### config.mk
export PLATFORM = sky130hd
export DESIGN_NAME = jtcps15_outvol_flat
export DESIGN_NICKNAME = d
export VERILOG_FILES = /design/src/rtl/jtcps15_outvol_if.sv /design/src/rtl/jtcps15_outvol.sv /design/src/flat_wrapper.sv
export SDC_FILE = /design/constraint.sdc
export NUM_CORES = 1
export LEC_CHECK = 0
export CELL_PAD_IN_SITES_DETAIL_PLACEMENT = 0
export CELL_PAD_IN_SITES_GLOBAL_PLACEMENT = 1
export CORE_UTILIZATION = 49
export DETAILED_ROUTE_END_ITERATION = 10
export PLACE_DENSITY = 0.85
export RECOVER_POWER = 25
export SLEW_MARGIN = 20
export SYNTH_ARGS = -nofsm -noshare
export SYNTH_HDL_FRONTEND = slang
export SYNTH_SLANG_ARGS = --single-unit
### constraint.sdc
create_clock -name clk -period 8.6 [get_ports clk]
set_input_delay 1.72 -clock clk [delete_from_list [all_inputs] [get_ports clk]]
set_output_delay 1.72 -clock clk [all_outputs]
set_load 0.01 [all_outputs]
### src/rtl/jtcps15_outvol_if.sv
// Stereo sample stream between the QSound block, the output gain stage and the mixer.
interface jtcps15_outvol_if;
    logic signed [15:0] left_in;
    logic signed [15:0] right_in;
    logic               sample_in;
    logic signed [15:0] left;
    logic signed [15:0] right;
    logic               sample;
    logic               clip;

    // master: the producer of input samples, which also consumes the results
    modport master (
        output left_in, right_in, sample_in,
        input  left, right, sample, clip
    );

    // slave: the gain stage itself
    modport slave (
        input  left_in, right_in, sample_in,
        output left, right, sample, clip
    );
endinterface

### src/rtl/jtcps15_outvol.sv
// Output gain stage: user volume in 2 dB steps, rounding and saturation,
// one multiplier shared between the left and right channels.
module jtcps15_outvol #(
    parameter int DEF_IDX = 16,
    parameter int REPEAT  = 12_000_000,
    parameter int RW      = 24
) (
    input  logic                clk,
    input  logic                rst_n,
    input  logic                vol_up,
    input  logic                vol_down,
    jtcps15_outvol_if.slave     aud,
    output logic                overrun,
    output logic [4:0]          vol_idx
);
    localparam logic [4:0] MAX_IDX = 5'd19;

    typedef enum logic [1:0] { IDLE, MULL, MULR, OUT } state_t;

    state_t             state, nxt;
    logic [4:0]         pend;
    logic               up_l, dn_l;
    logic [RW-1:0]      rcnt;
    logic signed [15:0] lat_l, lat_r;
    logic [15:0]        gain;
    logic signed [15:0] res_l;
    logic               sat_l;

    // Unity is 16'h4000; idx n gives 2*(n-16) dB, idx 0 is mute.
    function automatic logic [15:0] gain_of(input logic [4:0] i);
        case (i)
            5'd1:    gain_of = 16'd518;
            5'd2:    gain_of = 16'd652;
            5'd3:    gain_of = 16'd821;
            5'd4:    gain_of = 16'd1034;
            5'd5:    gain_of = 16'd1301;
            5'd6:    gain_of = 16'd1638;
            5'd7:    gain_of = 16'd2063;
            5'd8:    gain_of = 16'd2597;
            5'd9:    gain_of = 16'd3269;
            5'd10:   gain_of = 16'd4115;
            5'd11:   gain_of = 16'd5181;
            5'd12:   gain_of = 16'd6523;
            5'd13:   gain_of = 16'd8211;
            5'd14:   gain_of = 16'd10338;
            5'd15:   gain_of = 16'd13014;
            5'd16:   gain_of = 16'd16384;
            5'd17:   gain_of = 16'd20626;
            5'd18:   gain_of = 16'd25967;
            5'd19:   gain_of = 16'd32690;
            default: gain_of = 16'd0;
        endcase
    endfunction

    // Shared multiplier: operand picked by state, then half-up round and saturate.
    logic signed [32:0] mul_a, mul_g, prod, shr;
    logic signed [15:0] sat_val;
    logic               sat_flag;

    always_comb begin
        mul_a    = (state == MULR) ? 33'(lat_r) : 33'(lat_l);
        mul_g    = $signed({17'd0, gain});
        prod     = mul_a * mul_g;
        shr      = (prod + 33'sd8192) >>> 14;
        sat_flag = 1'b1;
        if (shr > 33'sd32767)
            sat_val = 16'sh7fff;
        else if (shr < -33'sd32768)
            sat_val = 16'sh8000;
        else begin
            sat_val  = shr[15:0];
            sat_flag = 1'b0;
        end
    end

    // Key handling: step on edges, auto-repeat while one key is held alone.
    always_ff @(posedge clk or negedge rst_n) begin
        if (!rst_n) begin
            pend <= 5'(DEF_IDX);
            up_l <= 1'b0;
            dn_l <= 1'b0;
            rcnt <= '0;
        end else begin
            up_l <= vol_up;
            dn_l <= vol_down;
            if (vol_up && vol_down) begin
                rcnt <= '0;
            end else if (vol_up) begin
                if (!up_l || rcnt == RW'(REPEAT - 1)) begin
                    rcnt <= '0;
                    if (pend != MAX_IDX) pend <= pend + 5'd1;
                end else begin
                    rcnt <= rcnt + 1'b1;
                end
            end else if (vol_down) begin
                if (!dn_l || rcnt == RW'(REPEAT - 1)) begin
                    rcnt <= '0;
                    if (pend != 5'd0) pend <= pend - 5'd1;
                end else begin
                    rcnt <= rcnt + 1'b1;
                end
            end else begin
                rcnt <= '0;
            end
        end
    end

    // State register.
    always_ff @(posedge clk or negedge rst_n) begin
        if (!rst_n) state <= IDLE;
        else        state <= nxt;
    end

    // Next state: one cycle per stage once a sample is accepted.
    always_comb begin
        nxt = state;
        case (state)
            IDLE: if (aud.sample_in) nxt = MULL;
            MULL: nxt = MULR;
            MULR: nxt = OUT;
            OUT:  nxt = IDLE;
            default: nxt = IDLE;
        endcase
    end

    // Datapath: latch on accept, left result in MULL, publish both in MULR so
    // the strobe is high exactly while in OUT.
    always_ff @(posedge clk or negedge rst_n) begin
        if (!rst_n) begin
            lat_l      <= '0;
            lat_r      <= '0;
            gain       <= '0;
            res_l      <= '0;
            sat_l      <= 1'b0;
            vol_idx    <= 5'(DEF_IDX);
            overrun    <= 1'b0;
            aud.left   <= '0;
            aud.right  <= '0;
            aud.sample <= 1'b0;
            aud.clip   <= 1'b0;
        end else begin
            aud.sample <= 1'b0;
            aud.clip   <= 1'b0;
            if (aud.sample_in && state != IDLE) overrun <= 1'b1;
            case (state)
                IDLE: if (aud.sample_in) begin
                    lat_l   <= aud.left_in;
                    lat_r   <= aud.right_in;
                    gain    <= gain_of(pend);
                    vol_idx <= pend;
                end
                MULL: begin
                    res_l <= sat_val;
                    sat_l <= sat_flag;
                end
                MULR: begin
                    aud.left   <= res_l;
                    aud.right  <= sat_val;
                    aud.sample <= 1'b1;
                    aud.clip   <= sat_l | sat_flag;
                end
                default: ;
            endcase
        end
    end
endmodule
### src/flat_wrapper.sv
// flat-port wrapper written by rule: the top's interface ports become plain ports
module jtcps15_outvol_flat 
#(
    parameter int DEF_IDX = 16,
    parameter int REPEAT  = 12_000_000,
    parameter int RW      = 24
)
  (clk, rst_n, vol_up, vol_down, overrun, vol_idx, aud_left_in, aud_right_in, aud_sample_in, aud_left, aud_right, aud_sample, aud_clip);
  jtcps15_outvol_if aud_i ();
  input  logic clk;
  input  logic rst_n;
  input  logic vol_up;
  input  logic vol_down;
  output logic overrun;
  output logic [4:0] vol_idx;
  input wire logic [$bits(aud_i.left_in)-1:0] aud_left_in;
  input wire logic [$bits(aud_i.right_in)-1:0] aud_right_in;
  input wire logic [$bits(aud_i.sample_in)-1:0] aud_sample_in;
  output wire logic [$bits(aud_i.left)-1:0] aud_left;
  output wire logic [$bits(aud_i.right)-1:0] aud_right;
  output wire logic [$bits(aud_i.sample)-1:0] aud_sample;
  output wire logic [$bits(aud_i.clip)-1:0] aud_clip;
  assign aud_i.left_in = aud_left_in;
  assign aud_i.right_in = aud_right_in;
  assign aud_i.sample_in = aud_sample_in;
  assign aud_left = aud_i.left;
  assign aud_right = aud_i.right;
  assign aud_sample = aud_i.sample;
  assign aud_clip = aud_i.clip;
  jtcps15_outvol #(.DEF_IDX(DEF_IDX), .REPEAT(REPEAT), .RW(RW)) u_core (.clk(clk), .rst_n(rst_n), .vol_up(vol_up), .vol_down(vol_down), .aud(aud_i), .overrun(overrun), .vol_idx(vol_idx));
endmodule
### Yosys cells after proc, flatten, opt, wreduce, memory -nomap -nowiden

Memory sizes are Yosys's and may differ from the RTL's. A register that Yosys moved wholly into a read port is not among the register bits.
Cells that the tools add are included.

* $add $sub $neg: 4
* $mul: 1
* divide/modulo/power cells: 0
* magnitude comparators: 2
* equality and inequality tests: 8
* shift operators: 0
* muxes and demuxes: 20
* bitwise logic cells: 2
* reductions and logical operators: 15

Operators with widths (count)
* $mux 24: 5
* $add 33x15->33 const B: 1
* $mul 33x17->33: 1
* $mux 33: 1
* $mux 16: 2
* $mux 5: 6
* $add 24x1->24 const B: 1
* $eq 24x24->1 const B: 1
* $gt 19x16->1 const B: 1
* $lt 19x16->1 const B: 1
* $pmux 2 s4: 1
* $reduce_bool 2->1: 4
* $reduce_and 6->1: 1
* $add 5x1->5 const B: 1
* $ne 5x5->1 const B: 1
* $reduce_bool 5->1: 1
* $sub 5x1->5 const B: 1
* $eq 2x2->1 const B: 2
* $mux 1: 4
* $ne 2x1->1 const B: 2
* $logic_not 1->1: 3
* $eq 2x1->1 const B: 1
* $logic_and 1x1->1: 2
* $logic_not 2->1: 1
* other kinds (6): 7

* bits in registers: 138
* bits in latches: 0
* bits in writable memories: 0
* memory bits (read-only): 480
* input port bits: 37
* output and inout port bits: 40
* word-level logic and storage cells: 69
* memories: 1

Memory list
* (name not given): words 32, bits a word 15, read ports 1, clocked after memory_dff 1, write ports 0, line jtcps15_outvol.sv:31 `case (i)`

### Logic depth before layout (Yosys ltp)

* depth after elaboration: 9
* depth in mapped cells: 31
* gate-level depth less buffers: 27

### Worst setup path before layout

OpenSTA, ideal clock, no wires.

* path type: register to register
* start point: register u_core.state[0]
* end point: register u_core.aud.right[13]
* library setup time: 0.082 ns
* arrival time: 7.256 ns
* data required time: 8.518 ns
* path slack: 1.262 ns
* stages on the path, launching flop included: 28
* cells stage by stage: dfrtp_1 -> inv_1 -> ha_1 -> buf_1 -> mux2_2 -> clkbuf_1 -> nand2_1 -> fa_1 -> fa_1 -> inv_1 -> fa_1 -> fa_1 -> fa_1 -> inv_1 -> fa_1 -> inv_1 -> ha_1 -> clkbuf_1 -> nand2_1 -> nor2_1 -> nand3_1 -> o41ai_1 -> o21ai_1 -> xnor2_1 -> o31a_1 -> buf_4 -> inv_1 -> a31oi_1

* word-level cells in the longest chain between the ends: 7
* elaborated cells on any way between the ends: 8
* those cells by class: add/sub: 1; mul: 1; order compare: 2; eq/ne: 1; mux: 3

Ends and longest elaborated chain
* start: declaration: line jtcps15_outvol.sv:20 `state_t state, nxt;`
* start signal: assignment: line jtcps15_outvol.sv:111 `else state <= nxt;`
* $eq 2x2->1 (*): line jtcps15_outvol.sv:61, jtcps15_outvol.sv:145
* $mux 33: line jtcps15_outvol.sv:61 `mul_a = (state == MULR) ? 33'(lat_r) : 33'(lat_l);`
* $mul 33x17->33: line jtcps15_outvol.sv:63 `prod = mul_a * mul_g;`
* $add 33x15->33: line jtcps15_outvol.sv:64 `shr = (prod + 33'sd8192) >>> 14;`
* $lt 19x16->1: line jtcps15_outvol.sv:68 `else if (shr < -33'sd32768)`
* $mux 16: line jtcps15_outvol.sv:68
* $mux 16: line jtcps15_outvol.sv:66 `if (shr > 33'sd32767)`
* end signal: assignment: line jtcps15_outvol.sv:158 `aud.right <= sat_val;`
* end: declaration: line jtcps15_outvol_if.sv:20 `output left, right, sample, clip`

Every way passes the cells marked *; elsewhere a longest branch is shown, timed or not.
A chain may end at the register's enable or synchronous reset.

### Final worst setup path

* start point: register u_core.state[0]
* end point: register u_core.aud.right[1]

The elaborated chain is that of the path after synthesis.

==> impl_metrics.yaml <==
detailed_routing:
  dr.max_layer_used: "met4"
  detailedRoute.firstIterationViolations: 652
  met1Wirelength_mm: 14.6
  remaining_drc_errors: 0
  antenna_violating_nets_post_route: 0
  wl_met2_mm: 18.6
  first_pass_iters: 5
  wl_met3_mm: 1.35
  routed-via-count: 11500
  routedWlPerCell_microns: 16.1
  viasPerCell: 5.22
  drt-total-wl_mm: 35.5
clock_tree:
  clock_insertion_delay_worst_skew_ps: 440
  numClockSinks: 137
  worst_setup_hold_path_clk_slew_ps: 70
  cts_hold_buffers: 0
  cts_root_buffer: "clkbuf_16"
  clock_buffers_created_by_tritoncts: 17
  clock_tree.htree_level_count: 4
  ctsLongestPathBuffers: 2
  post_cts.resized_instances: 0
  cts_setup_buffers: 0
  cts_tree: "built"
global_routing:
  global_route.overflow_total: 0
  grt_pass1_vias: 12500
  antenna_found_initial: 1
  grt_pass1_wl_mm: 61.5
  grt_start_max_net_pins: 71
  grt.total_usage_pct: 23.3
synthesis:
  synth.yosys.warnings: 0
  async_reset_ff_share_pct: 100
  synth_enable_flop_cells: 0
  yosysUniqueCellTypes: 61
  postSynthNetCount: 2114
  postSynthRegisterBits: 137
  post_synth_design_cell_area_sq_um: 16100
  post_synth.cell_area_avg_sq_um: 9.36
  synth_ff_type: "dfrtp_1"
  synthTopCellsByArea: "fa_1 (31%), dfrtp_1 (21%), inv_1 (8.7%), ha_1 (8.3%), mux2_2 (4.7%)"
  post-synth-top-area-fraction_pct: 30.8
  netlist_instances: 1722
  seq_area_frac_synth_pct: 21.3
  yosys.area.top_type: "fa_1"
worst_setup_path:
  crit-reg2reg-capture: "u_core.aud.right[1]$_DFFE_PN0P_"
  worstPathArrival_ps: 8380
  worst-endpoint-required_ps: 8960
  ff2ff_path_depth: 21
  worstPathMaxFanout: 15
  start_to_end_type_of_the_worst_setup_path: "flip-flop to flip-flop"
  timing.critical_path.to_type: "flip-flop"
  r2r_setup_slack_ps: 570
  worstReg2RegStart: "u_core.state[0]$_DFFE_PN0P_"
  start_kind: "flip-flop"
finish:
  fillerInstances: 3004
  area_grow_syn2layout_pct: 10.6
  layout-drive-gt1-share_pct: 6.62
  design.final.nets: 2147
  insertedDiodeCount: 0
  utilization_pct: 54.9
  finish.cell_count_without_fillers: 2209
floorplanning:
  floorplan.initialDensity_pct: 49.7
  fp-row-count: 66
  number_of_primary_i_o_pins: 77
  coreArea_sq_um: 32500
  die_w_microns: 183
  design.die.area_sq_um: 33600
  die_height_microns: 183
timing:
  report.final.slew_viol_count: 69
  unrepaired_setup_endpoints_after_global_routing: "no"
  maxClockFrequency_mhz: 125
  setup-tns-final_ps: 0
  worst_slew_pin_slew_ps: 3910
  timing.max_slew.rel_slack_pct: -161
  period_utilization_pct: 93.3
  report.final.setup_viol: 0
  hold_viol_final: 0
  fin_skew_ps: 10.7
  finalCriticalPeriod_ps: 8030
run_status:
  status: "finished, violations left"
  violations: "capacitance limit, slew limit"
hold_path:
  timing.hold.worst.class: "flip-flop to flip-flop"
  hold_depth: 1
  holdPathEnd: "u_core.overrun$_DFFE_PN0P_"
  worstHoldStart: "u_core.overrun$_DFFE_PN0P_"
placement:
  detailed_place_hpwl_mm: 27.8
  placed_cells_incl_taps: 2178
  gp_routability_congestion: 0.923
  io_buffers: 76
job:
  max_cap_violations: 1
==> metal layers <==
metal,GRT usage [%],vias up
li1,-,5348
met1,28.8,5908
met2,41.5,221
met3,3.55,56
met4,7.97,0
met5,0,-
==> worst max-delay path: stages (launching register included) <==
cell	delay, ps
dfrtp_1	400
inv_1	90
ha_2	280
mux2_2	410
nand2_1	200
fa_1	720
fa_1	420
inv_1	340
fa_1	520
fa_1	570
fa_1	440
fa_1	440
ha_1	410
a21oi_2	330
o22ai_1	120
o41ai_1	650
nand3_1	150
o21ai_1	210
xnor2_1	260
o31a_1	620
a21oi_1	150
a21oi_1	190
==> flip-flops by register name (all words and copies together) (netlist names), 2 cells and up <==
signal and cells:
u_core.lat_l 16, u_core.rcnt 24, u_core.aud.left 16, u_core.lat_r 16
u_core.aud.right 16, u_core.state 2, u_core.gain 15, u_core.res_l 16
u_core.pend 5, u_core.vol_idx 5
==> synthesized netlist by cell type (3+ instances only) <==
cell type	n
inv_1	374
fa_1	248
nand2_1	158
dfrtp_1	135
and2_1	120
ha_1	107
a21oi_1	96
nor2_1	92
mux2_2	67
clkbuf_1	57
o21ai_0	49
xnor2_1	26
nor2b_1	24
xor2_1	24
nand3_1	16
nand2b_1	11
a21o_1	9
a31oi_1	9
nand4_1	9
buf_1	8
nor3_1	7
a211oi_1	5
a22oi_1	4
and3_1	4
o31ai_1	4
a31o_2	3
and4_1	3
mux2i_1	3
nand3b_1	3
nor4_1	3
o211ai_1	3
o41ai_1	3
==> final cells by class <==
type                       instances  area, sq um  share of cell area (%)
multi-input combinational       1141        11000                    61.8
timing repair buffer              83          807                    4.53
inverter                         375         1410                    7.89
clock inverter                    12          166                   0.933
sequential                       137         3430                    19.2
clock buffer                      19          443                    2.48
tap                              442          553                    3.10
==> cell families after synthesis <==
family	share of synthesized area [%]
xor+xnor	2.72
mux	4.86
flops	21.3
fa+ha+maj	39.1
buf+inv	10.4
compound gates	7.65
simple gates	14.0
==> cell usage in the layout, fill, tap and decap left out, types with 67 or more instances in the layout <==
| master | instances |
|---|---|
| a21oi_1 | 96 |
| dfrtp_1 | 135 |
| nor2_1 | 92 |
| mux2_2 | 67 |
| nand2_1 | 157 |
| ha_1 | 106 |
| inv_1 | 374 |
| fa_1 | 248 |
| clkdlybuf4s50_1 | 74 |
| and2_1 | 120 |
==> worst max-delay path by stage <==
stage,cells past startpoint,slack [ps],startpoint,end
after global routing,21,30,u_core.state[0]$_DFFE_PN0P_,u_core.aud.right[2]$_DFFE_PN0P_
after detailed placement,21,660,u_core.state[0]$_DFFE_PN0P_,u_core.res_l[2]$_DFFE_PN0N_
final,21,570,u_core.state[0]$_DFFE_PN0P_,u_core.aud.right[1]$_DFFE_PN0P_
after floorplan,27,1260,u_core.state[0]$_DFFE_PN0P_,u_core.aud.right[13]$_DFFE_PN0P_
after CTS,21,600,u_core.state[0]$_DFFE_PN0P_,u_core.aud.right[1]$_DFFE_PN0P_
after global placement,21,760,u_core.state[0]$_DFFE_PN0P_,u_core.res_l[13]$_DFFE_PN0N_
==> stage by stage <==
| stage | hold WS [ps] | cell area, sq um | setup slack, ps |
|---|---|---|---|
| final | 457 | 17800 | 573 |
| after global routing | 474 | 17800 | 32.7 |
| after CTS | 461 | 17800 | 601 |
| after detailed placement | 448 | 17200 | 661 |
| after global placement | 454 | 17200 | 761 |
| after floorplan | 448 | 16100 | 1260 |
Power is not shown: default switching activity piles up to over one toggle a cycle in this logic, so the estimate is an artifact.
